<file path="src/rtl/barrel_motion_ctrl.sv">
`default_nettype none
// ============================================================================
// Module   : barrel_motion_ctrl
// Purpose  : Motion and animation sequencer for a single barrel sprite. On
//            each frame tick the barrel rolls along a platform, drops to the
//            next platform at the edge, and rolls back the other way. It
//            leaves the screen when it reaches the edge of the floor platform.
// Revision : 1.0 - initial release
//
// Ports
//   clk              in   system clock, single domain
//   rst              in   synchronous active-high reset
//   frame_tick_i     in   one-cycle pulse per video frame
//   spawn_i          in   start a barrel; honoured only while idle
//   halt_i           in   freeze motion (present only with BARREL_HALT_EN)
//   posx_o     [9:0] out  sprite left column
//   posy_o     [8:0] out  sprite top row
//   animate_state_o [2:0] out  000-011 roll frames, 100/101 fall frames
//   active_o         out  barrel is on screen
//
// Build option
//   BARREL_HALT_EN : when defined, adds halt_i; ticks are ignored while it
//                    is high (spawn in idle still works).
// ============================================================================
module barrel_motion_ctrl #(
  parameter logic [9:0] START_X     = 10'd100,
  parameter logic [8:0] START_Y     = 9'd80,
  parameter logic [8:0] LEVEL_DROP  = 9'd80,
  parameter logic [8:0] FLOOR_Y     = 9'd400,
  parameter logic [9:0] RIGHT_LIMIT = 10'd560,
  parameter logic [9:0] LEFT_LIMIT  = 10'd40,
  parameter int         ROLL_STEP   = 2,
  parameter int         FALL_STEP   = 4,
  parameter int         ANIM_DIV    = 4
) (
  input  logic       clk,
  input  logic       rst,
  input  logic       frame_tick_i,
  input  logic       spawn_i,
`ifdef BARREL_HALT_EN
  input  logic       halt_i,
`endif
  output logic [9:0] posx_o,
  output logic [8:0] posy_o,
  output logic [2:0] animate_state_o,
  output logic       active_o
);

  localparam int         CNT_W       = (ANIM_DIV > 1) ? $clog2(ANIM_DIV) : 1;
  localparam logic [9:0] ROLL_STEP_X = 10'(ROLL_STEP);
  localparam logic [8:0] FALL_STEP_Y = 9'(FALL_STEP);
  // The fall sprite is 42 wide vs 32 for rolling; shifting by 5 keeps the
  // two sprites centred on each other.
  localparam logic [9:0] FALL_OFFSET = 10'd5;

  typedef enum logic [1:0] {
    S_IDLE = 2'd0,
    S_ROLL = 2'd1,
    S_FALL = 2'd2
  } state_e;

  state_e           state_q;
  logic             dir_q;        // 0 = rolling right, 1 = rolling left
  logic [1:0]       frame_q;
  logic [CNT_W-1:0] anim_cnt_q;
  logic [8:0]       target_y_q;
  logic [9:0]       posx_q;
  logic [8:0]       posy_q;
  logic [2:0]       animate_q;
  logic             active_q;

  logic             tick_en;
  logic             cnt_wrap;
  logic [CNT_W-1:0] anim_cnt_d;
  logic [1:0]       frame_d;
  logic [10:0]      x_plus;
  logic             right_edge;
  logic             left_edge;
  logic             at_edge;
  logic [9:0]       y_plus;
  logic             land;

`ifdef BARREL_HALT_EN
  assign tick_en = frame_tick_i & ~halt_i;
`else
  assign tick_en = frame_tick_i;
`endif

  assign cnt_wrap   = (anim_cnt_q == CNT_W'(ANIM_DIV - 1));
  assign anim_cnt_d = cnt_wrap ? '0 : anim_cnt_q + CNT_W'(1);
  // Rolling left plays the frames in reverse so the barrel appears to spin
  // the other way; the 2-bit counter wraps naturally.
  assign frame_d    = !cnt_wrap ? frame_q :
                      (dir_q ? frame_q - 2'd1 : frame_q + 2'd1);

  // Widened sums so edge/landing comparisons never wrap.
  assign x_plus     = {1'b0, posx_q} + {1'b0, ROLL_STEP_X};
  assign right_edge = (x_plus >= {1'b0, RIGHT_LIMIT});
  assign left_edge  = ({1'b0, posx_q} <= ({1'b0, LEFT_LIMIT} + {1'b0, ROLL_STEP_X}));
  assign at_edge    = dir_q ? left_edge : right_edge;
  assign y_plus     = {1'b0, posy_q} + {1'b0, FALL_STEP_Y};
  assign land       = (y_plus >= {1'b0, target_y_q});

  always_ff @(posedge clk) begin
    if (rst) begin
      state_q    <= S_IDLE;
      dir_q      <= 1'b0;
      frame_q    <= 2'd0;
      anim_cnt_q <= '0;
      target_y_q <= 9'd0;
      posx_q     <= 10'd0;
      posy_q     <= 9'd0;
      animate_q  <= 3'b000;
      active_q   <= 1'b0;
    end else begin
      case (state_q)
        S_IDLE: begin
          // A tick coinciding with spawn produces no motion.
          if (spawn_i) begin
            posx_q     <= START_X;
            posy_q     <= START_Y;
            dir_q      <= 1'b0;
            frame_q    <= 2'd0;
            anim_cnt_q <= '0;
            animate_q  <= 3'b000;
            active_q   <= 1'b1;
            state_q    <= S_ROLL;
          end
        end

        S_ROLL: begin
          if (tick_en) begin
            anim_cnt_q <= anim_cnt_d;
            frame_q    <= frame_d;
            if (at_edge) begin
              if (posy_q == FLOOR_Y) begin
                // Off the end of the floor: position and frame freeze.
                active_q <= 1'b0;
                state_q  <= S_IDLE;
              end else begin
                posx_q     <= dir_q ? (LEFT_LIMIT - FALL_OFFSET)
                                    : (RIGHT_LIMIT - FALL_OFFSET);
                target_y_q <= posy_q + LEVEL_DROP;
                animate_q  <= 3'b100;
                anim_cnt_q <= '0;
                state_q    <= S_FALL;
              end
            end else begin
              posx_q    <= dir_q ? (posx_q - ROLL_STEP_X) : x_plus[9:0];
              animate_q <= {1'b0, frame_d};
            end
          end
        end

        S_FALL: begin
          if (tick_en) begin
            if (land) begin
              posy_q     <= target_y_q;
              posx_q     <= posx_q + FALL_OFFSET;
              dir_q      <= ~dir_q;
              frame_q    <= 2'd0;
              animate_q  <= 3'b000;
              anim_cnt_q <= '0;
              state_q    <= S_ROLL;
            end else begin
              posy_q     <= y_plus[8:0];
              anim_cnt_q <= anim_cnt_d;
              if (cnt_wrap) begin
                animate_q <= {2'b10, ~animate_q[0]};
              end
            end
          end
        end

        default: state_q <= S_IDLE;
      endcase
    end
  end

  assign posx_o          = posx_q;
  assign posy_o          = posy_q;
  assign animate_state_o = animate_q;
  assign active_o        = active_q;

endmodule
`default_nettype wire

</file>
<file path="config.mk">
export PLATFORM = sky130hd
export DESIGN_NAME = barrel_motion_ctrl
export DESIGN_NICKNAME = d
export VERILOG_FILES = /design/src/rtl/barrel_motion_ctrl.sv
export SDC_FILE = /design/constraint.sdc
export NUM_CORES = 1
export LEC_CHECK = 0
export ABC_AREA = 1
export BUFFER_PORTS_ARGS = -buffer_cell sky130_fd_sc_hd__buf_2
export CAP_MARGIN = 10
export CORE_ASPECT_RATIO = 1.75
export CORE_MARGIN = 8
export CORE_UTILIZATION = 25
export CTS_CLUSTER_SIZE = 25
export DETAILED_ROUTE_END_ITERATION = 10
export PLACE_DENSITY_LB_ADDON = 0.3
export SLEW_MARGIN = 0
export SYNTH_ARGS = -nofsm -noshare
export SYNTH_HDL_FRONTEND = slang
export SYNTH_SLANG_ARGS = --single-unit
</file>
<file path="constraint.sdc">
create_clock -name clk -period 5 [get_ports clk]
set_input_delay 0.25 -clock clk [delete_from_list [all_inputs] [get_ports clk]]
set_output_delay 0.25 -clock clk [all_outputs]
set_load 0.05 [all_outputs]
</file>
==> impl_metrics.py, run 1 <==
metrics = {
    "outcome": {
        "outcome": "finished clean",
    },
    "sta": {
        "finalCriticalPeriod_ns": 3.04,
        "timing.final.crit_share_pct": 60.9,
        "finalMaxSlewViolations": 0,
        "worstMarginPinSlew_ns": 0.716,
        "worst_slack_ns": 1.96,
        "slew_headroom_pct": 52.2,
        "fmax_ghz": 0.329,
        "setup_viol": 0,
        "rsz0062_at_grt": "no",
        "setup_tns_ns": 0,
        "hold_viol_final": 0,
        "finClkSkew_ns": 0.00254,
    },
    "synth": {
        "syn_avg_cell_area_um2": 6.31,
        "yosysMostFrequentCell": "nand2_1",
        "synth_edf_count": 0,
        "synth_top_cell_by_area": "dfxtp_1",
        "synthTopCellsByArea": "dfxtp_1 (26%), nand2_1 (14%), ha_1 (9.5%)",
        "synthArstFlopShare_pct": 0,
        "synth_fp_nets": 506,
        "synthFlopType": "dfxtp_1",
        "synth.yosys.seq_area_share_pct": 25.8,
        "synth_top_area_share_pct": 25.8,
        "ys_types": 35,
        "ys_ff_latch": 39,
        "synthTopCellsByCount": "nand2_1 (116), inv_1 (66), nor2_1 (53)",
        "netlist_area_um2": 3020,
        "yosysWarnings": 0,
        "syn_inst": 479,
    },
    "worst_hold_path": {
        "min_path_type": "input pin to register",
        "whs_path_depth": 2,
    },
    "worst_setup_path": {
        "cp_max_fo": 11,
        "cp_num_cells": 20,
        "r2r_cells": 20,
        "path_cells": "nand3_1 > nor2_1 > nand2_1 > xor2_1 > inv_1 > ha_1 > nand2_1 > inv_1 > nand2_1 > nor2_1 > nand2_1 > nand3_1 > nand2_1 > nand4_1 > nand2_1 > inv_1 > nand2_2 > inv_1 > o21ai_0 > nor2_1",
        "slowest_delay_ns": 0.46,
        "cp-start-kind": "register",
        "path_class": "register to register",
        "cp_slowest_cell": "dfxtp_1",
        "cp-end-kind": "register",
        "cp.buffers_inverters": 4,
        "crit_family": "simple AND/OR/NAND/NOR gates",
        "worstPathRequired_ns": 5.17,
        "cp_common_cell": "nand2_1",
        "crit_arrival_ns": 3.21,
    },
    "cts": {
        "clkSlewWorstSetupHoldPaths_ns": 0.06,
        "cts_tree": "done",
        "cts-root-buf": "clkbuf_16",
        "clock_latency_ns": 0.28,
        "htree_levels": 2,
        "clockBufferDepth": 2,
        "cts-buffers-inserted": 5,
        "postCtsSetupRepairBufs": 0,
        "cts_resized": 0,
        "postCtsHoldBufs": 0,
        "clock_sinks": 39,
    },
    "floorplan": {
        "rows": 53,
        "die_h_um": 161,
        "coreArea_um2": 11900,
        "initial_utilization_pct": 25.3,
        "dieArea_um2": 16000,
        "ios": 27,
        "die_w_um": 99.1,
    },
    "power": {
        "p_per_area_nw_per_um2": 549,
        "p_leak_nw": 1.54,
        "ir_drop_mv": 0.281,
    },
    "detailed_routing": {
        "drt_first_iter_violations": 87,
        "antenna_left": 0,
        "first_pass_iters": 8,
        "viasPerCell": 4.72,
        "routed_wl_um": 9090,
        "dr_total_vias": 2996,
        "drc": 0,
        "wl_per_cell_um": 14.3,
    },
    "placed_design": {
        "dp_hpwl_um": 7220,
        "dp_slack_ns": 2.00,
        "port_buffers": 26,
        "gp_congestion": 0.815,
    },
    "global_routing": {
        "grt_overflow": 0,
        "grt_max_degree": 25,
        "grt_pass1_wl_um": 14900,
        "antenna_found_initial": 0,
        "grt_usage_pct": 11.6,
        "grt_pass1_vias": 3061,
    },
    "finish": {
        "drive_above_1_share_pct": 11.6,
        "nets": 524,
        "fillers": 1359,
        "antenna_cells": 0,
        "area.growth.synth_to_final_pct": 12.6,
        "postLayoutCoreUtil_pct": 28.5,
    },
    "run": {
        "max_cap_violations": 0,
    },
}
-- registers in the layout (all words and copies together), names as in the netlist --
register	count
frame_q	2
active_o	1
posx_o	10
posy_o	9
animate_state_o	3
dir_q	1
state_q	2
anim_cnt_q	2
target_y_q	9
-- area by class of cell --
class	count	area, um2	area share [%]
sequential	39	781	22.9
timing repair buffer	26	130	3.82
multi-input combinational	354	1900	55.8
inverter	71	267	7.83
clock buffer	8	156	4.59
tap	137	171	5.03
-- power by group --
group	switching (W)	leakage (nW)	internal, W
combinational	0.000750	1.14	0.000292
sequential	0.000109	0.318	0.000383
clock	0.000122	0.0772	0.000212
-- logic make-up (layout without fill, tap and decap cells) --
family,Yosys count,count (layout),synth area share (%)
buf+inv,86,105,11.3
flops,39,39,25.8
simple gates,219,219,31.6
xor+xnor,11,11,3.19
fa+ha+maj,23,23,9.52
compound gates,101,101,18.5
-- path summary, 6_finish.rpt --
check	endpoint	slack, ns	startpoint
worst min register to register	target_y_q[0]	0.47	target_y_q[0]
worst min-delay path	posx_o[3]	0.39	rst
worst max register to register	posx_o[8]	1.96	posy_o[4]
worst max-delay path	posx_o[8]	1.96	posy_o[4]
-- layer usage --
| metal | routed length (um) | GRT usage [%] | vias up |
|---|---|---|---|
| met5 | 0 | 0 | - |
| met4 | 322 | 6.30 | 0 |
| met3 | 163 | 1.55 | 21 |
| met2 | 5070 | 23.0 | 43 |
| met1 | 3530 | 11.1 | 1357 |
| li1 | - | - | 1575 |
-- layout by cell type, fill, tap and decap left out, types with 2 or more instances in the layout --
master and instances:
ha_1 23, nand3_1 24, o21ai_1 5, nor3_1 6, a21oi_1 42, xor2_1 9
o21a_1 2, clkbuf_8 2, o21ai_0 35, xnor2_1 2, nand4_1 4, or2_2 3
inv_2 4, a21oi_2 4, dfxtp_1 39, inv_1 66, nor2_2 3, nand2_1 116
nand2_2 4, o211ai_1 9, clkbuf_16 5, buf_2 26, nor2_1 53
-- worst register-to-register path: stages (launching register included) --
cell and delay [ns]:
dfxtp_1 0.46, nand3_1 0.15, nor2_1 0.16, nand2_1 0.08
xor2_1 0.14, inv_1 0.07, ha_1 0.29, nand2_1 0.08
inv_1 0.05, nand2_1 0.05, nor2_1 0.04, nand2_1 0.05
nand3_1 0.06, nand2_1 0.08, nand4_1 0.27, nand2_1 0.16
inv_1 0.10, nand2_2 0.22, inv_1 0.16, o21ai_0 0.22
nor2_1 0.06
-- per-stage QoR --
| stage | instance area (um2) | hold slack, ns | cells | total power, W |
|---|---|---|---|---|
| final | 3400 | 0.386 | 635 | 0.00187 |
| after global routing | 3400 | 0.398 | 635 | 0.00203 |
| after floorplan | 3020 | 0.441 | 479 | 0.00130 |
| after detailed placement | 3250 | 0.463 | 627 | 0.00155 |
| after CTS | 3400 | 0.390 | 635 | 0.00189 |
| after global placement | 3250 | 0.456 | 627 | 0.00154 |
No activity file was read; power rests on OpenSTA's default activity.
==> run 2: changes to the inputs <==
- clock period: 5 -> 2.5 ns (I/O delays scaled with it)
==> impl_metrics.py, run 2 (synthesis results as in run 1) <==
metrics = {
    "cts": {
        "clock_sinks": 39,
        "htree_levels": 2,
        "clkSlewWorstSetupHoldPaths_ns": 0.06,
        "cts-root-buf": "clkbuf_16",
        "cts-buffers-inserted": 5,
        "clockBufferDepth": 2,
        "clock_latency_ns": 0.28,
        "cts_tree": "done",
    },
    "placed_design": {
        "post_dp_cell_area_um2": 3410,
        "dp_slack_ns": 0.0211,
        "dp_hpwl_um": 7330,
        "gp_congestion": 0.813,
        "port_buffers": 26,
        "dp.cells": 645,
    },
    "worst_setup_path": {
        "cp-start-kind": "register",
        "path_class": "register to register",
        "cp-end-kind": "register",
        "crit_arrival_ns": 2.68,
        "cp_max_fo": 6,
        "rrSetupSlack_ns": 0.04,
        "worstPathRequired_ns": 2.72,
    },
    "detailed_routing": {
        "drt_first_iter_violations": 95,
        "dr_total_vias": 3083,
        "first_pass_iters": 7,
        "viasPerCell": 4.71,
        "drc": 0,
        "antenna_left": 0,
        "wl_per_cell_um": 14.1,
        "routed_wl_um": 9230,
    },
    "finish": {
        "fillers": 1324,
        "area.growth.synth_to_final_pct": 22.1,
        "fin_area_um2": 3690,
        "final_common_cell": "nand2_1",
        "drive_above_1_share_pct": 18.9,
        "multi_input_area_um2": 2010,
        "nets": 544,
        "final_cells": 655,
        "layout.cells.most_common_list": "nand2_1 (111), inv_1 (64), nor2_1 (51)",
        "antenna_cells": 0,
        "largest_reg_flops": 10,
        "postLayoutCoreUtil_pct": 30.9,
        "seq_area_um2": 800,
    },
    "sta": {
        "worstMarginPinSlew_ns": 0.710,
        "slew_headroom_pct": 52.6,
        "finalMaxSlewViolations": 0,
        "finalCriticalPeriod_ns": 2.46,
        "timing.final.crit_share_pct": 98.4,
        "finClkSkew_ns": 0.00624,
        "setup_viol": 0,
        "fmax_ghz": 0.407,
        "rsz0062_at_grt": "yes",
        "hold_viol_final": 0,
        "worst_slack_ns": 0.0403,
    },
    "floorplan": {
        "die_w_um": 99.1,
        "dieArea_um2": 16000,
        "die_h_um": 161,
        "ios": 27,
        "initial_utilization_pct": 25.3,
        "rows": 53,
        "coreArea_um2": 11900,
    },
    "power": {
        "ir_drop_mv": 0.326,
        "p_leak_nw": 1.64,
        "p_total_w": 0.00403,
        "p_per_area_nw_per_um2": 1090,
    },
    "global_routing": {
        "grt_max_degree": 25,
        "grt_usage_pct": 11.4,
        "grt_pass1_wl_um": 14500,
        "grt_pass1_vias": 3043,
        "grt_overflow": 0,
        "antenna_found_initial": 0,
    },
    "outcome": {
        "outcome": "finished clean",
    },
    "worst_hold_path": {
        "min_path_type": "input pin to register",
    },
    "run": {
        "max_cap_violations": 0,
    },
}
==> run 2: repair_timing <==
action,CTS,global route
resized for setup,0,24
endpoints found under the setup margin,0,32
hold buffers,0,0
buffers inserted,0,1
==> run 2: power breakdown <==
group | total [W] | leakage, nW | internal [W] | switching, W
Combinational | 0.00246 | 1.25 | 0.000833 | 0.00163
Sequential | 0.000964 | 0.321 | 0.000777 | 0.000187
Clock | 0.000609 | 0.0679 | 0.000368 | 0.000241
==> run 2: cell type report <==
type                       instances  area share (%)
clock buffer                       7            3.59
clock inverter                     1           0.136
inverter                          71            7.22
multi-input combinational        354            54.3
sequential                        39            21.7
tap                              137            4.64
timing repair buffer              46            8.41
==> run 2: critical path, stage by stage (launching register included) <==
cell and delay (ns):
dfxtp_4 0.39, nand3_4 0.09, nor2_4 0.12, nand2_2 0.05, xor2_1 0.12, inv_1 0.10
ha_4 0.29, nand2_4 0.04, inv_2 0.04, nand2_1 0.04, nor2_1 0.09, nand2_1 0.05
nand3_1 0.06, nand2_1 0.07, nand4_1 0.13, nand2_1 0.08, inv_2 0.09, nand2_4 0.08
buf_12 0.14, nor2_4 0.12, nand2_1 0.08, a21oi_2 0.11
==> run 2: worst paths after layout <==
check,from,end,cells after the start
worst max-delay path,posy_o[2],posx_o[3],21
worst max register to register,posy_o[2],posx_o[3],21
worst min-delay path,rst,posx_o[7],2
worst min register to register,anim_cnt_q[1],anim_cnt_q[1],2
==> run 2: metal layers <==
| metal | routed length, um | share of wire (%) | GRT usage [%] | vias to the layer above |
|---|---|---|---|---|
| li1 | - | - | - | 1612 |
| met1 | 3450 | 37 | 10.3 | 1418 |
| met2 | 5310 | 58 | 23.3 | 39 |
| met3 | 216 | 2.3 | 1.85 | 14 |
| met4 | 252 | 2.7 | 5.33 | 0 |
| met5 | 0 | 0 | 0 | - |
==> run 2: metrics by stage <==
step                hold slack, ns  setup TNS [ns]
floorplan                    0.402               0
detailed placement           0.467               0
finish                       0.257               0
CTS                          0.252               0
global placement             0.455               0
global route                 0.273           -1.31
